--- config.mk ---
export PLATFORM = sky130hd
export DESIGN_NAME = regfile_scoreboard
export DESIGN_NICKNAME = d
export VERILOG_FILES = /design/src/rtl/regfile_scoreboard.sv
export SDC_FILE = /design/constraint.sdc
export NUM_CORES = 1
export LEC_CHECK = 0
export CAP_MARGIN = 30
export CORE_MARGIN = 8
export CORE_UTILIZATION = 50
export CTS_CLUSTER_DIAMETER = 200
export DETAILED_ROUTE_END_ITERATION = 8
export GPL_ROUTABILITY_DRIVEN = 1
export PLACE_DENSITY_LB_ADDON = 0.15
export SETUP_SLACK_MARGIN = 0.02
export SYNTH_ARGS = -nofsm -noshare
export SYNTH_HDL_FRONTEND = slang
export SYNTH_SLANG_ARGS = --single-unit
--- constraint.sdc ---
create_clock -name clock -period 10 [get_ports clock]
set_clock_uncertainty 0.05 [all_clocks]
set_input_delay 1 -clock clock [delete_from_list [all_inputs] [get_ports clock]]
set_output_delay 1 -clock clock [all_outputs]
set_load 0.02 [all_outputs]
--- src/rtl/regfile_scoreboard.sv ---
// Parametrised integer register file with per-register pending-write counters,
// optional same-cycle writeback bypass and an issue-ready handshake for the IDU.
module regfile_scoreboard #(
    parameter int XLEN   = 32,
    parameter int NREG   = 16,
    parameter int AW     = 4,
    parameter int NRD    = 2,
    parameter int CNTW   = 2,
    parameter int BYPASS = 1
) (
    input  logic                clock,
    input  logic                reset,
    input  logic [NRD*AW-1:0]   raddr,
    input  logic [NRD-1:0]      ren,
    output logic [NRD*XLEN-1:0] rdata,
    input  logic                issue_valid,
    input  logic                issue_wen,
    input  logic [AW-1:0]       issue_rd,
    output logic                issue_ready,
    input  logic                wb_valid,
    input  logic [AW-1:0]       wb_rd,
    input  logic [XLEN-1:0]     wb_data,
    input  logic                flush,
    output logic [NREG-1:0]     busy_vec
);

    localparam logic [CNTW-1:0] CNT_MAX  = {CNTW{1'b1}};
    localparam logic [CNTW-1:0] CNT_ONE  = CNTW'(1);
    localparam logic [CNTW-1:0] CNT_ZERO = {CNTW{1'b0}};
    localparam logic [AW-1:0]   X0       = {AW{1'b0}};

    logic [XLEN-1:0] regs_r [NREG];
    logic [CNTW-1:0] cnt_r  [NREG];
    logic [CNTW-1:0] eff_s  [NREG];
    logic [NREG-1:0] inc_s;
    logic [NREG-1:0] dec_s;
    logic            wb_we_s;
    logic            raw_s;
    logic            struct_s;
    logic            fire_s;

    assign wb_we_s = wb_valid && (wb_rd != X0);

    // Effective count: a bypassed writeback retires its pending write early
    always_comb begin
        for (int i = 0; i < NREG; i++) begin
            if ((BYPASS != 0) && wb_we_s && (wb_rd == AW'(i)) && (cnt_r[i] != CNT_ZERO)) begin
                eff_s[i] = cnt_r[i] - CNT_ONE;
            end else begin
                eff_s[i] = cnt_r[i];
            end
        end
    end

    // Combinational read ports and per-port RAW hazard detection
    always_comb begin
        rdata = {(NRD*XLEN){1'b0}};
        raw_s = 1'b0;
        for (int k = 0; k < NRD; k++) begin
            if (raddr[k*AW +: AW] == X0) begin
                rdata[k*XLEN +: XLEN] = {XLEN{1'b0}};
            end else if ((BYPASS != 0) && wb_we_s && (wb_rd == raddr[k*AW +: AW])) begin
                rdata[k*XLEN +: XLEN] = wb_data;
            end else begin
                rdata[k*XLEN +: XLEN] = regs_r[raddr[k*AW +: AW]];
            end
            if (ren[k] && (raddr[k*AW +: AW] != X0) && (eff_s[raddr[k*AW +: AW]] != CNT_ZERO)) begin
                raw_s = 1'b1;
            end else begin
                raw_s = raw_s;
            end
        end
    end

    // Ready never looks at issue_valid, so the IDU handshake has no loop
    assign struct_s    = issue_wen && (issue_rd != X0) && (eff_s[issue_rd] == CNT_MAX);
    assign issue_ready = !raw_s && !struct_s;
    assign fire_s      = issue_valid && issue_ready && !flush;

    // Per-register increment/decrement requests and busy view of the counters
    always_comb begin
        for (int i = 0; i < NREG; i++) begin
            inc_s[i]    = fire_s && issue_wen && (issue_rd != X0) && (issue_rd == AW'(i));
            dec_s[i]    = wb_we_s && (wb_rd == AW'(i)) && (cnt_r[i] != CNT_ZERO);
            busy_vec[i] = (cnt_r[i] != CNT_ZERO);
        end
    end

    // Pending-write counters; flush clears them, a decrement at zero saturates
    always_ff @(posedge clock) begin
        if (reset) begin
            for (int i = 0; i < NREG; i++) begin
                cnt_r[i] <= CNT_ZERO;
            end
        end else if (flush) begin
            for (int i = 0; i < NREG; i++) begin
                cnt_r[i] <= CNT_ZERO;
            end
        end else begin
            for (int i = 0; i < NREG; i++) begin
                case ({inc_s[i], dec_s[i]})
                    2'b10:   cnt_r[i] <= cnt_r[i] + CNT_ONE;
                    2'b01:   cnt_r[i] <= cnt_r[i] - CNT_ONE;
                    default: cnt_r[i] <= cnt_r[i];
                endcase
            end
        end
    end

    // Register array; writebacks land even when a flush coincides
    always_ff @(posedge clock) begin
        if (reset) begin
            for (int i = 0; i < NREG; i++) begin
                regs_r[i] <= {XLEN{1'b0}};
            end
        end else if (wb_we_s) begin
            regs_r[wb_rd] <= wb_data;
        end else begin
            regs_r[wb_rd] <= regs_r[wb_rd];
        end
    end

endmodule

== After elaboration in Yosys (flattened, before gate mapping) ==
Memories as Yosys holds them, arrays and structs flattened.
Cells that the tools add are included.

* Register bits: 0
* Bits in writable memories: 544
* Output and inout bits: 81
* Logic and storage cells: 582
* Memories kept: 2

* Add/subtract/negate cells: 32
* $lt $le $gt $ge: 3
* Eq/ne operators: 66
* Multiplexer cells: 302
* Bitwise gates (word level): 68
* Reductions and logical operators: 109

{| class="wikitable"
|+ Memory list
! memory !! words !! bits a word !! read ports !! clocked after memory_dff !! wr ports !! line !! source
|-
| regs_r || 16 || 32 || 2 || 0 || 16 || 32 || <nowiki>logic [XLEN-1:0] regs_r [NREG];</nowiki>
|-
| cnt_r || 16 || 2 || 16 || 0 || 16 || 33 || <nowiki>logic [CNTW-1:0] cnt_r [NREG];</nowiki>
|}

{| class="wikitable"
|+ Operators by type and width
! operator !! count
|-
| $mux W1 || 206
|-
| $mux W32 || 6
|-
| $mux W2 || 86
|-
| $or A1 B1 Y1 || 65
|-
| $eq A4 B4 Y1 const B || 16
|-
| $logic_and A1 B1 Y1 || 62
|-
| $reduce_bool A2 Y1 || 18
|-
| $eq A2 B2 Y1 const B || 17
|-
| $add A2 B1 Y2 const B || 16
|-
| $eq A2 B1 Y1 const B || 16
|-
| $eq A4 B3 Y1 const B || 8
|-
| $reduce_or A2 Y1 || 16
|-
| $reduce_or A32 Y1 || 1
|-
| $sub A2 B1 Y2 const B || 16
|-
| $bmux W2 S4 || 3
|-
| $eq A4 B2 Y1 const B || 4
|-
| $logic_not A4 Y1 || 4
|-
| $reduce_bool A4 Y1 || 4
|-
| $ge A5 B5 Y1 const B || 3
|-
| $not A4 Y5 || 3
|-
| $eq A4 B1 Y1 const B || 2
|-
| $eq A4 B4 Y1 || 2
|-
| $mux W4 || 1
|-
| $logic_not A1 Y1 || 3
|-
| 2 further kinds || 2
|}

== Depth between registers and ports, before layout ==
* Depth in word-level cells: 27
* Mapped depth: 16
* Depth with buffers taken out: 15

== Worst setup path before layout ==
OpenSTA, ideal clock, no wires.

* Path kind: input-to-output
* From: input port raddr[0]
* To: output port rdata[0]
* Arrival: 3499 ps
* Required time: 8950 ps
* Slack: 5451 ps
* Cell stages on the path: 9
* Path buffers: 4
* Cell sequence: clkbuf_1 clkbuf_1 buf_1 xnor2_1 nand4_1 nor2_1 clkbuf_1 mux2i_1 nor2_1

* Longest elaborated chain between the ends: 4

{| class="wikitable"
|+ RTL lines
! what !! line !! source
|-
| start: declaration || 13 || <nowiki>input logic [NRD*AW-1:0] raddr,</nowiki>
|-
| branches (longest 3 deep; another with $mem_v2 Z16 W32) || n/a ||
|-
| $mux W32 (*) || 60 || <nowiki>if (raddr[k*AW +: AW] == X0) begin</nowiki>
|-
| end: declaration || 15 || <nowiki>output logic [NRD*XLEN-1:0] rdata,</nowiki>
|}

Every way passes the cells marked *.

== Worst setup path in the final report ==
* From: input port wb_rd[2]
* To: output port issue_ready

* Longest elaborated chain between the ends: 14

{| class="wikitable"
|+ RTL lines
! what !! line !! source
|-
| start: declaration || 21 || <nowiki>input logic [AW-1:0] wb_rd,</nowiki>
|-
| $reduce_bool A4 Y1 || 42 || <nowiki>assign wb_we_s = wb_valid && (wb_rd != X0);</nowiki>
|-
| $logic_and A1 B1 Y1 || 42 ||
|-
| $logic_and A1 B1 Y1 (2 in series) || 47 || <nowiki>if ((BYPASS != 0) && wb_we_s && (wb_rd == AW'(i)) && (cnt_r[i] != CNT_ZERO)) begin</nowiki>
|-
| $mux W2 || 47 ||
|-
| $bmux W2 S4 || 67 || <nowiki>if (ren[k] && (raddr[k*AW +: AW] != X0) && (eff_s[raddr[k*AW +: AW]] != CNT_ZERO)) begin</nowiki>
|-
| $mux W2 (not written as such) (2 in series) || 67 ||
|-
| $reduce_bool A2 Y1 || 67 ||
|-
| $logic_and A1 B1 Y1 || 67 ||
|-
| $mux W1 (2 in series) || 67 ||
|-
| $logic_not A1 Y1 || 77 || <nowiki>assign issue_ready = !raw_s && !struct_s;</nowiki>
|-
| $logic_and A1 B1 Y1 (*) || 77 ||
|-
| end: declaration || 19 || <nowiki>output logic issue_ready,</nowiki>
|}

Every way passes the cells marked *; elsewhere a longest branch is shown, timed or not. The select of a mux whose other input is x is not followed.

==> qor.csv <==
stage;metric;value;unit
timing;hold_viol_final;0;
routing;drc;0;
worst_hold_path;hp-class;reg -> reg;
cells_and_area;syn_to_final_growth;13.5;%
critical_path;path_cells;clkdlybuf4s50_1 > nand3_1 > o311a_1 > a2111oi_0 > a311oi_1 > o2bb2ai_1 > a2111oi_4 > nor2_2 > clkdlybuf4s50_1;
clock_tree;htreeDepth;2;
floorplan;row_count;91;
clock_tree;insertion_delay;0.63;ns
worst_hold_path;hold_depth;1;
critical_path;r2r-start;cnt_r[6][2];
cells_and_area;final_cell_mix;edfxtp_1 (544), and2_1 (485), mux4_2 (320), clkdlybuf4s50_1 (127), nor2_1 (101);
timing;finalWorstSetupSlack;3.55;ns
floorplan;ios;137;
critical_path;ff2ff_setup_slack;5.49;ns
timing;whs;0.594;ns
floorplan;start_util;50.5;%
floorplan;die_h;266;um
worst_hold_path;hold_start;cnt_r[6][0];
global_routing;grt-busiest-layer;met2;
power;max-vdd-ir-drop;0.000146;V
job;cap_viol_max_count;0;
logic_synthesis;ys_ff_latch;544;
logic_synthesis;synth_top_area_share;52.4;%
power;power_leakage;11.9;nW
cells_and_area;multiInputGateArea;14100;sq um
global_routing;met3_usage;4.14;%
logic_synthesis;synth_fa_ha_area_share;1.65;%
logic_synthesis;syn-cell-area;31200;sq um
logic_synthesis;syn_avg_cell_area;14.7;sq um
routing;dr.pass1.iters;7;
global_routing;met1_usage;33.8;%
critical_path;path_max_fanout;22;
place;place_congestion;0.923;
timing;finalCritPeriodShare;64.5;%
clock_tree;cts_made_buffers;59;
logic_synthesis;synth_compound_area_share;2.43;%
routing;vias_per_cell;6.39;
critical_path;path_class;in -> out;
timing;worst_pin_slew;1.04;ns
logic_synthesis;yosysUniqueCellTypes;60;
cells_and_area;register_area;16300;sq um
routing;wl_per_cell;30.2;um
critical_path;timing.rr.end;cnt_r[2][2];
timing;slew_violations;0;
place;pre_cts_ws;3.66;ns
status;outcome;complete, no violations;
critical_path;critPathCaptureType;output port;
global_routing;grt_pass1_vias;20400;
global_routing;globalRouteTotalUtil;26.5;%
logic_synthesis;yosys.area_share.simple;14.7;%
floorplan;die_area;70600;sq um
place;port-buffer-count;136;
worst_hold_path;holdPathEnd;cnt_r[6][0];
clock_tree;cts_tree;built;
timing;min_period;6.45;ns
cells_and_area;final_common_cell;edfxtp_1;
global_routing;grt_max_degree;87;
timing;rsz0062_at_grt;false;
place;hpwl;52.6;mm
critical_path;critPathSlowestCell;clkdlybuf4s50_1;
clock_tree;cts_buffer_depth;3;
power;powerDensity;163;nW/um^2
routing;vias;19800;
critical_path;startpoint_type;input port;
global_routing;antenna_found_initial;3;
logic_synthesis;synth-xor-area-share;0.365;%
global_routing;grt_overflow;0;
logic_synthesis;async_reset_ff_share;0;%
logic_synthesis;yosysTopAreaCell;edfxtp_1;
logic_synthesis;yosys-top-cells-area;edfxtp_1 (52%), mux4_2 (23%), and2_1 (9.7%);
clock_tree;clkSinkCount;544;
cells_and_area;final_nets;2314;
clock_tree;clkTransAtPathRegs;0.06;ns
cells_and_area;final_layout_size_suffix_gt1_share;22.6;%
logic_synthesis;synth_top_family_by_area;multiplexers;
critical_path;worst_path_most_repeated_cell;clkdlybuf4s50_1;
global_routing;grt_pass1_wl;137;mm
logic_synthesis;yosys_warnings;0;
timing;relSlewSlack;30.6;%
logic_synthesis;yosysSeqAreaShare;52.4;%
clock_tree;clockRootBuffer;clkbuf_16;
critical_path;reg2regPathDepth;12;
logic_synthesis;synth-edff-count;544;
critical_path;crit_path_max_incr_delay;0.92;ns
logic_synthesis;yosys-mux-area-fraction;25.3;%
clock_tree;cts_setup_buffers;0;
routing;wl;93.8;mm
cells_and_area;fillers;4918;
floorplan;core;61700;sq um
critical_path;arrival;5.40;ns
routing;first_iter_violations;2163;
timing;max_freq;155;MHz
critical_path;worstPathRequired;8.95;ns
timing;setup_violations;0;
global_routing;use_met2;45.4;%
logic_synthesis;synth_cells;2127;
logic_synthesis;ys.flop_type;edfxtp_1;
timing;tns;0;ns
clock_tree;cts_resized;0;
routing;ant_nets;0;
floorplan;die_w;266;um
clock_tree;ctsHoldBuffers;0;
-- kinds of logic (layout without fill, tap and decap cells) --
family,count (synthesis),in the layout
and+or+nand+nor,788,788
DFF,544,544
muxes,388,388
buffers and inverters,254,357
AOI/OAI and AO/OA,97,97
adders and majority gates,41,41
xor gates and xnor gates,13,13
other,2,39
-- report_power, final --
| group | total, mW | internal [mW] | switching, mW |
|---|---|---|---|
| logic | 0.907 | 0.423 | 0.483 |
| registers | 2.71 | 2.65 | 0.0670 |
| clock network | 2.16 | 1.23 | 0.926 |
| total | 5.78 | 4.30 | 1.48 |
-- flip-flops by register name (all words and copies together), names as in the netlist --
signal / cells
cnt_r: 32
regs_r: 512
-- Yosys cell counts (all sizes together) (5+ instances only) --
master and count:
o21ai 14, nor2 116, or3 8, nand2 31, nor3b 6, nand2b 18, nor2b 8, and2 485
ha 41, clkbuf 157, o311a 11, nor4 10, inv 62, buf 35, mux2i 65, a21oi 13
xnor2 13, nand3b 11, o311ai 12, and4 8, or2 20, nand4 16, nand3 10, mux4 320
edfxtp 544, a31oi 5, nor3 29
-- cell type report --
type | instances | share of cell area (%)
multi-input cells | 1363 | 39.9
repair buffers | 187 | 4.97
flip-flops and latches | 544 | 46.2
diodes | 3 | 0.0212
well taps | 837 | 2.96
clock buffers | 69 | 4.28
clock inverters | 39 | 1.00
inverters | 62 | 0.658
-- routing by layer --
layer	routed length, um	up-vias	share of wire, %
li1	-	8350	-
met1	35300	10300	38
met2	47200	997	50
met3	7830	200	8.3
met4	3540	0	3.8
met5	0	-	0
-- worst max-delay path: cells and delay by family --
kind	cells	cell delay, ns
simple gates	2	1.22
compound gates	5	1.50
buf+inv	2	1.67
-- stage by stage --
step	utilization [%]	power [mW]	instance area, sq um	instances
floorplan	-	3.31	31300	2161
global placement	54.2	3.65	33500	2992
detailed placement	54.3	3.67	33500	2993
CTS	57.3	5.81	35400	3101
global route	57.3	5.95	35400	3102
finish	57.3	5.78	35400	3104
-- worst max path at each step --
stage                  start     endpoint  slack, ns  cells past startpoint
floorplan           raddr[0]     rdata[0]       5.45                      9
global placement    wb_rd[2]  issue_ready       3.73                      9
detailed placement  wb_rd[2]  issue_ready       3.66                      9
CTS                 wb_rd[2]  issue_ready       3.64                      9
global route        wb_rd[3]  issue_ready       3.26                      9
finish              wb_rd[2]  issue_ready       3.55                      9
Note: power is estimated with default switching activity, not from simulation.
